### src/rtl/uart_tx_feeder_pkg.sv
// Shared types for the UART transmit feeder: byte width and feeder FSM states.
package uart_pkg;

   localparam int DATA_W = 8;

   typedef enum logic [1:0] {
      IDLE     = 2'd0,
      BUSY     = 2'd1,
      WAIT_LOW = 2'd2
   } feeder_state_t;

endpackage

### src/rtl/uart_tx_feeder_sync_fifo.sv
// Single-clock FIFO with registered occupancy count, peek output and pop input.
module sync_fifo #(
   parameter int DEPTH = 16,
   parameter int DATA_W = 8,
   localparam int AW = $clog2(DEPTH)
) (
   input  logic              clk,
   input  logic              rst,
   input  logic              wr_en,
   input  logic [DATA_W-1:0] wr_data,
   input  logic              pop,
   output logic [DATA_W-1:0] peek_data,
   output logic              full,
   output logic              empty,
   output logic [AW:0]       count
);

   logic [DATA_W-1:0] mem [DEPTH];
   logic [AW-1:0]     wr_ptr;
   logic [AW-1:0]     rd_ptr;
   logic              wr_acc;
   logic              pop_acc;

   // count is authoritative, so pointers simply wrap without an extra phase bit
   assign full      = (count == (AW+1)'(DEPTH));
   assign empty     = (count == '0);
   assign wr_acc    = wr_en && !full;
   assign pop_acc   = pop && !empty;
   assign peek_data = mem[rd_ptr];

   always_ff @(posedge clk) begin
      if (wr_acc) begin
         mem[wr_ptr] <= wr_data;
      end
   end

   always_ff @(posedge clk) begin
      if (rst) begin
         wr_ptr <= '0;
         rd_ptr <= '0;
         count  <= '0;
      end else begin
         if (wr_acc) begin
            wr_ptr <= wr_ptr + AW'(1);
         end
         if (pop_acc) begin
            rd_ptr <= rd_ptr + AW'(1);
         end
         count <= count + (AW+1)'(wr_acc) - (AW+1)'(pop_acc);
      end
   end

endmodule

### src/rtl/uart_tx_feeder.sv
// Byte buffer and launch controller feeding uart_tx one byte per completion.
// Optional almost_full output enabled by UART_TX_FEEDER_ALMOST_FULL_EN.
module uart_tx_feeder
   import uart_pkg::*;
#(
   parameter int DEPTH = 16,
   parameter int DATA_W = uart_pkg::DATA_W,
`ifdef UART_TX_FEEDER_ALMOST_FULL_EN
   parameter int AF_LEVEL = DEPTH - 2,
`endif
   localparam int AW = $clog2(DEPTH)
) (
   input  logic              clk,
   input  logic              rst,
   input  logic              wr_en,
   input  logic [DATA_W-1:0] wr_data,
   output logic              full,
   output logic              empty,
   output logic [AW:0]       count,
   output logic              overflow,
   output logic [DATA_W-1:0] tx_data,
   output logic              tx_start,
   input  logic              tx_done
`ifdef UART_TX_FEEDER_ALMOST_FULL_EN
   ,
   output logic              almost_full
`endif
);

   feeder_state_t     state;
   feeder_state_t     state_nxt;
   logic              tx_done_q;
   logic              done_rise;
   logic              launch;
   logic              pop;
   logic [DATA_W-1:0] peek_data;

   sync_fifo #(
      .DEPTH (DEPTH),
      .DATA_W(DATA_W)
   ) u_fifo (
      .clk      (clk),
      .rst      (rst),
      .wr_en    (wr_en),
      .wr_data  (wr_data),
      .pop      (pop),
      .peek_data(peek_data),
      .full     (full),
      .empty    (empty),
      .count    (count)
   );

   assign done_rise = tx_done && !tx_done_q;

   always_ff @(posedge clk) begin
      if (rst) begin
         state <= IDLE;
      end else begin
         state <= state_nxt;
      end
   end

   always_comb begin
      state_nxt = state;
      case (state)
         IDLE:     if (!empty)   state_nxt = BUSY;
         BUSY:     if (done_rise) state_nxt = WAIT_LOW;
         WAIT_LOW: if (!tx_done) state_nxt = IDLE;
         default:                state_nxt = IDLE;
      endcase
   end

   // The launched byte is only peeked; it leaves the FIFO on the completion rise.
   always_comb begin
      launch = 1'b0;
      pop    = 1'b0;
      case (state)
         IDLE:    launch = !empty;
         BUSY:    pop    = done_rise;
         default: ;
      endcase
   end

   always_ff @(posedge clk) begin
      if (rst) begin
         tx_done_q <= 1'b0;
         overflow  <= 1'b0;
         tx_start  <= 1'b0;
         tx_data   <= '0;
      end else begin
         tx_done_q <= tx_done;
         if (wr_en && full) begin
            overflow <= 1'b1;
         end
         if (launch) begin
            tx_start <= 1'b1;
            tx_data  <= peek_data;
         end else if (pop) begin
            tx_start <= 1'b0;
         end
      end
   end

`ifdef UART_TX_FEEDER_ALMOST_FULL_EN
   always_ff @(posedge clk) begin
      if (rst) begin
         almost_full <= 1'b0;
      end else begin
         almost_full <= (count >= (AW+1)'(AF_LEVEL));
      end
   end
`endif

endmodule

### config.mk
export PLATFORM = sky130hd
export DESIGN_NAME = uart_tx_feeder
export DESIGN_NICKNAME = d
export VERILOG_FILES = /design/src/rtl/uart_tx_feeder_pkg.sv /design/src/rtl/uart_tx_feeder_sync_fifo.sv /design/src/rtl/uart_tx_feeder.sv
export SDC_FILE = /design/constraint.sdc
export NUM_CORES = 1
export LEC_CHECK = 0
export ABC_AREA = 0
export CORE_MARGIN = 5
export CORE_UTILIZATION = 55
export CTS_BUF_LIST = sky130_fd_sc_hd__clkbuf_2
export DETAILED_ROUTE_END_ITERATION = 8
export GPL_ROUTABILITY_DRIVEN = 0
export HOLD_SLACK_MARGIN = 0.1
export PLACE_DENSITY = 0.71
export SETUP_SLACK_MARGIN = 0.05
export SYNTH_ARGS = -nofsm -noshare
export SYNTH_HDL_FRONTEND = slang
export SYNTH_SLANG_ARGS = --single-unit
### constraint.sdc
create_clock -name clk -period 7.1 [get_ports clk]
set_input_delay 1.065 -clock clk [delete_from_list [all_inputs] [get_ports clk]]
set_output_delay 1.065 -clock clk [all_outputs]
set_load 0.01 [all_outputs]
==> After elaboration in Yosys (flattened, before gate mapping) <==
Memories as Yosys holds them, arrays and structs flattened. A register that Yosys moved wholly into a read port is not among the register bits.
Index checks and enable logic that the tools add are counted.
W data, S select, Z words.
{ "classes": {"n_mux": 10, "n_reduce_logical": 11, "n_eq_ne": 6, "add_sub_neg": 4} }
{ "op_table": {"columns": ["op", "count"], "rows": [
  ["$add A4 B1 Y4 const B", 2],
  ["$mux W1", 6],
  ["$mux W2", 3],
  ["$ne A2 B2 Y1 const B", 3],
  ["$pmux W2 S3", 1],
  ["$add A5 B1 Y5", 1],
  ["$eq A5 B5 Y1 const B", 1],
  ["$logic_not A5 Y1", 1],
  ["$sub A5 B1 Y5", 1],
  ["$logic_and A1 B1 Y1", 4],
  ["$logic_not A1 Y1", 3],
  ["$reduce_and A3 Y1", 1],
  ["$eq A2 B1 Y1 const B", 1],
  ["$eq A2 B2 Y1 const B", 1],
  ["$logic_not A2 Y1", 1],
  ["$reduce_bool A2 Y1", 1]
]} }
{ "word_totals": {"ram_bits": 128, "memories": 1, "in_bits": 12, "register_bits": 18, "wordCells": 39} }
{ "memory_table": {"columns": ["memory", "words", "width", "rd", "rd_ports_with_merged_regs", "wr", "line", "rtl"], "rows": [
  ["u_fifo.mem", 16, 8, 1, 1, 1, "uart_tx_feeder_sync_fifo.sv:18", "logic [DATA_W-1:0] mem [DEPTH];"]
]} }

==> Longest topological paths before layout <==
{ "depth": {"ltp_word": 5, "ltp_mapped": 12} }

==> Hierarchy <==
From an unflattened synthesis, not the netlist that was laid out.
{ "hier_totals": {"hier_cells": 362, "area_unflattened_um2": 6373.6} }
{ "by_module_without_submodules": {"columns": ["module", "area_each_um2", "cells_per_inst", "n_inst"], "rows": [
  ["sync_fifo", 5799.3, 306, 1],
  ["uart_tx_feeder", 574.3, 56, 1]
]} }

==> Worst setup path after synthesis <==
Ideal clock, no wire load.
{ "synth_timing": {"path_kind": "input-to-reg", "startpoint": "in tx_done", "endpoint": "reg u_fifo.count[4]", "n_path_buf": 0, "setup_slack_ns": 4.186, "path_stages": 10, "t_arrival_ns": 2.844, "cell_sequence": "nand4bb_1 -> nor2_1 -> ha_1 -> inv_1 -> ha_1 -> fa_1 -> a21oi_1 -> nor2_1 -> or3_1 -> a21oi_1"} }
{ "synth_via": {"elab_chain_cells": 4} }
{ "synth_lines": {"columns": ["element", "line", "rtl"], "rows": [
  ["start, declared", "uart_tx_feeder.sv:23", "input logic tx_done"],
  ["$logic_and A1 B1 Y1", "uart_tx_feeder.sv:53", "assign done_rise = tx_done && !tx_done_q;"],
  ["$mux W1", "uart_tx_feeder.sv:77", "case (state)"],
  ["$logic_and A1 B1 Y1", "uart_tx_feeder_sync_fifo.sv:28", "assign pop_acc = pop && !empty;"],
  ["named net u_fifo.pop_acc", "uart_tx_feeder_sync_fifo.sv:22", "logic pop_acc;"],
  ["$sub A5 B1 Y5", "uart_tx_feeder_sync_fifo.sv:49", "count <= count + (AW+1)'(wr_acc) - (AW+1)'(pop_acc);"],
  ["end signal, assigned", "uart_tx_feeder_sync_fifo.sv:49", null],
  ["end, declared", "uart_tx_feeder_sync_fifo.sv:15", "output logic [AW:0] count"]
]} }
The timed path passes the listed nets, and every way through them passes these cells.
A chain may end at the register's enable or synchronous reset.

==> Final worst setup path <==
{ "layout_timing": {"startpoint": "reg u_fifo.count[2]", "endpoint": "out empty"} }
{ "layout_via": {"elab_chain_cells": 1} }
{ "layout_lines": {"columns": ["element", "line", "rtl"], "rows": [
  ["$logic_not A5 Y1", "uart_tx_feeder_sync_fifo.sv:26", "assign empty = (count == '0);"],
  ["end, declared", "uart_tx_feeder.sv:18", "output logic empty,"]
]} }
No other way between the ends.

==> results.cfg <==
[routing]
dr_wl_met2_um = 5540
drtAntennaViolNets = 0
wl_met1_um = 4690
drtIter0Drc = 148
drt-vias-per-instance = 5.77
wl_met3_um = 487
wl_per_cell_um = 20.7
route.detailed.drc = 0
first_pass_iters = 4
wl_um = 10800
via_count = 3020
route.top_layer_used = met4

[yosys]
ys_seq_area_share_pct = 71.0
synth_enable_flop_cells = 128
yosys_register_bits = 154
synth.avg_cell_area_um2 = 18.4
async_flop_share_pct = 0
synth_warnings = 0
ys_types = 34
syn_area_mm2 = 0.00615
synthCells = 334
synth_top_flop_cell = edfxtp_1
syn-num-nets = 358

[global_routing]
grt_pass1_vias = 3109
grt_max_degree = 36
overflow = 0
grt_pass1_wl_um = 17100
antenna_found_initial = 0
grt_usage_pct = 17.6

[run_status]
status = complete, no violations

[clocking]
numClockSinks = 154
clk_latency_ns = 0.68
clk_pin_slew_ns = 0.23
cts_buffers = 17
cts_buffer_depth = 2
root_buffer = clkbuf_2
cts_tree = done
cts-htree-levels = 4
ctsResizeCount = 0
cts_hold_buf = 0
cts_setup_buffers = 0

[setup_path]
crit_type = reg2out
critical_path.slowest_cell = clkdlybuf4s50_1
crit_family = buffers and inverters
critPathRequiredTime_ns = 6.03
slowest_delay_ns = 0.64
worst_setup_path_start_kind = flop
endpoint_kind = primary output
critPathBufInv = 2
path_cells = inv_1 > ha_1 > nor4b_2 > clkdlybuf4s50_1
crit_fanout = 6
arrival_ns = 2.43

[power]
power.internal_w = 0.00142
swShare_pct = 28.1
p_switching_w = 0.000556
p_clk_share_pct = 23.3
power_frac_comb_pct = 21.7
peakVddDrop_uv = 162
leakage_nw = 2.16
powerDensity_mw_per_mm2 = 291
seq_power_share_pct = 55.0

[worst_hold_path]
hp-class = reg2reg

[final_layout]
mostFrequentLayoutCell = edfxtp_1
final_cell_mix = edfxtp_1 (128), mux4_2 (32), clkdlybuf4s50_1 (28), nor2_1 (25), dfxtp_1 (25)
drive_gt1_share_pct = 20.9
n_antenna_cell = 0
areaGrowthSynthToFinish_pct = 10.4
nNetsFinal = 394
final_util_pct = 62.4

[job]
max_cap_viol_count = 0

[timing]
relSlewSlack_pct = 36.8
hold_viol = 0
period_share_pct = 49.3
period_minus_slack_ns = 3.50
report.final.slew_viol_count = 0
clock_skew_ns = 0.0323
tightestPinTransition_ns = 0.945
rsz0062_at_grt = no
fin_tns_setup_ns = 0
fmax_mhz = 286
setup_viol = 0

[floorplan]
fp.dieH_um = 116
die_w_um = 116
pin_count = 29
dieArea_mm2 = 0.0134
core_mm2 = 0.0109
start_util_pct = 56.5
core.rowCount = 38

[placement]
io_buffer_count = 28
dp_hpwl_um = 6770
==> flip-flops by register name (all words and copies together), names as in the netlist <==
name	cells
tx_done_q	1
overflow	1
u_fifo.rd_ptr	4
tx_data	8
tx_start	1
state	2
u_fifo.count	5
u_fifo.wr_ptr	4
u_fifo.mem	128
==> synth_stat cells (4+ instances only) <==
cell type  instances  share of area (%)
clkbuf_1           7               0.43
mux4_2            32                 12
a21oi_1            5               0.41
o221ai_2           8                2.0
buf_2              5               0.41
nor3_1             6               0.49
inv_1             10               0.61
edfxtp_1         128                 62
ha_1              11                2.2
xnor2_1            6               0.85
nor2b_1            4               0.41
mux2i_1           18                2.9
nor2_1            25                1.5
dfxtp_1           26                8.5
nand2_1            5               0.31
nand3b_1           8               0.98
==> through the flow <==
stage	power [W]	std cells	worst slack, ns	area, um2	hold slack (ns)
2_1_floorplan	0.00138	334	4.19	6150	0.444
3_3_place_gp	0.00153	491	3.53	6570	0.448
3_5_place_dp	0.00154	491	3.48	6570	0.458
4_1_cts	0.00200	523	3.50	6790	0.483
5_1_grt	0.00208	523	3.35	6790	0.493
6_report	0.00198	523	3.60	6790	0.480
==> layer usage <==
metal,track usage [%],vias up
li1,-,1390
met1,22.8,1548
met2,29.7,72
met3,4.28,10
met4,5.49,0
met5,0,-
==> worst min-delay path: cells and delay by family (launching register included) <==
kind / cells / cell delay [ns]
DFF: 1 / 0.36
and+or+nand+nor: 1 / 0.05
AOI/OAI and AO/OA: 1 / 0.05
==> logic make-up after synthesis <==
group           synth area share, %
compound gates                 2.83
xor+xnor                       1.28
fa+ha+maj                      2.56
buf+inv                        2.07
flops                          71.0
mux                            14.6
simple gates                   5.65
==> cell type report <==
cell class              instances  area, um2
fillers                       797       4100
clock buffers                  19       95.1
well taps                     140        175
multi-input cells             152       1660
repair buffers                 35        333
flip-flops and latches        154       4370
clock inverters                13        124
inverters                      10       37.5
==> power by group through the flow <==
stage	sequential (W)	combinational, W	clock [W]
finish	0.00109	0.000429	0.000460
global route	0.00109	0.000478	0.000507
CTS	0.00109	0.000436	0.000472
detailed placement	0.00111	0.000434	0
global placement	0.00110	0.000426	0
floorplan	0.00111	0.000267	0
==> worst paths after layout <==
| check | from | cells after the start | slack [ns] | end |
|---|---|---|---|---|
| setup reg to reg | u_fifo.count[2] | 12 | 4.08 | u_fifo.count[4] |
| hold / removal | tx_start | 2 | 0.48 | tx_start |
| setup / recovery | u_fifo.count[2] | 4 | 3.60 | empty |
| hold reg to reg | tx_start | 2 | 0.48 | tx_start |
No activity file was read; power rests on OpenSTA's default activity.
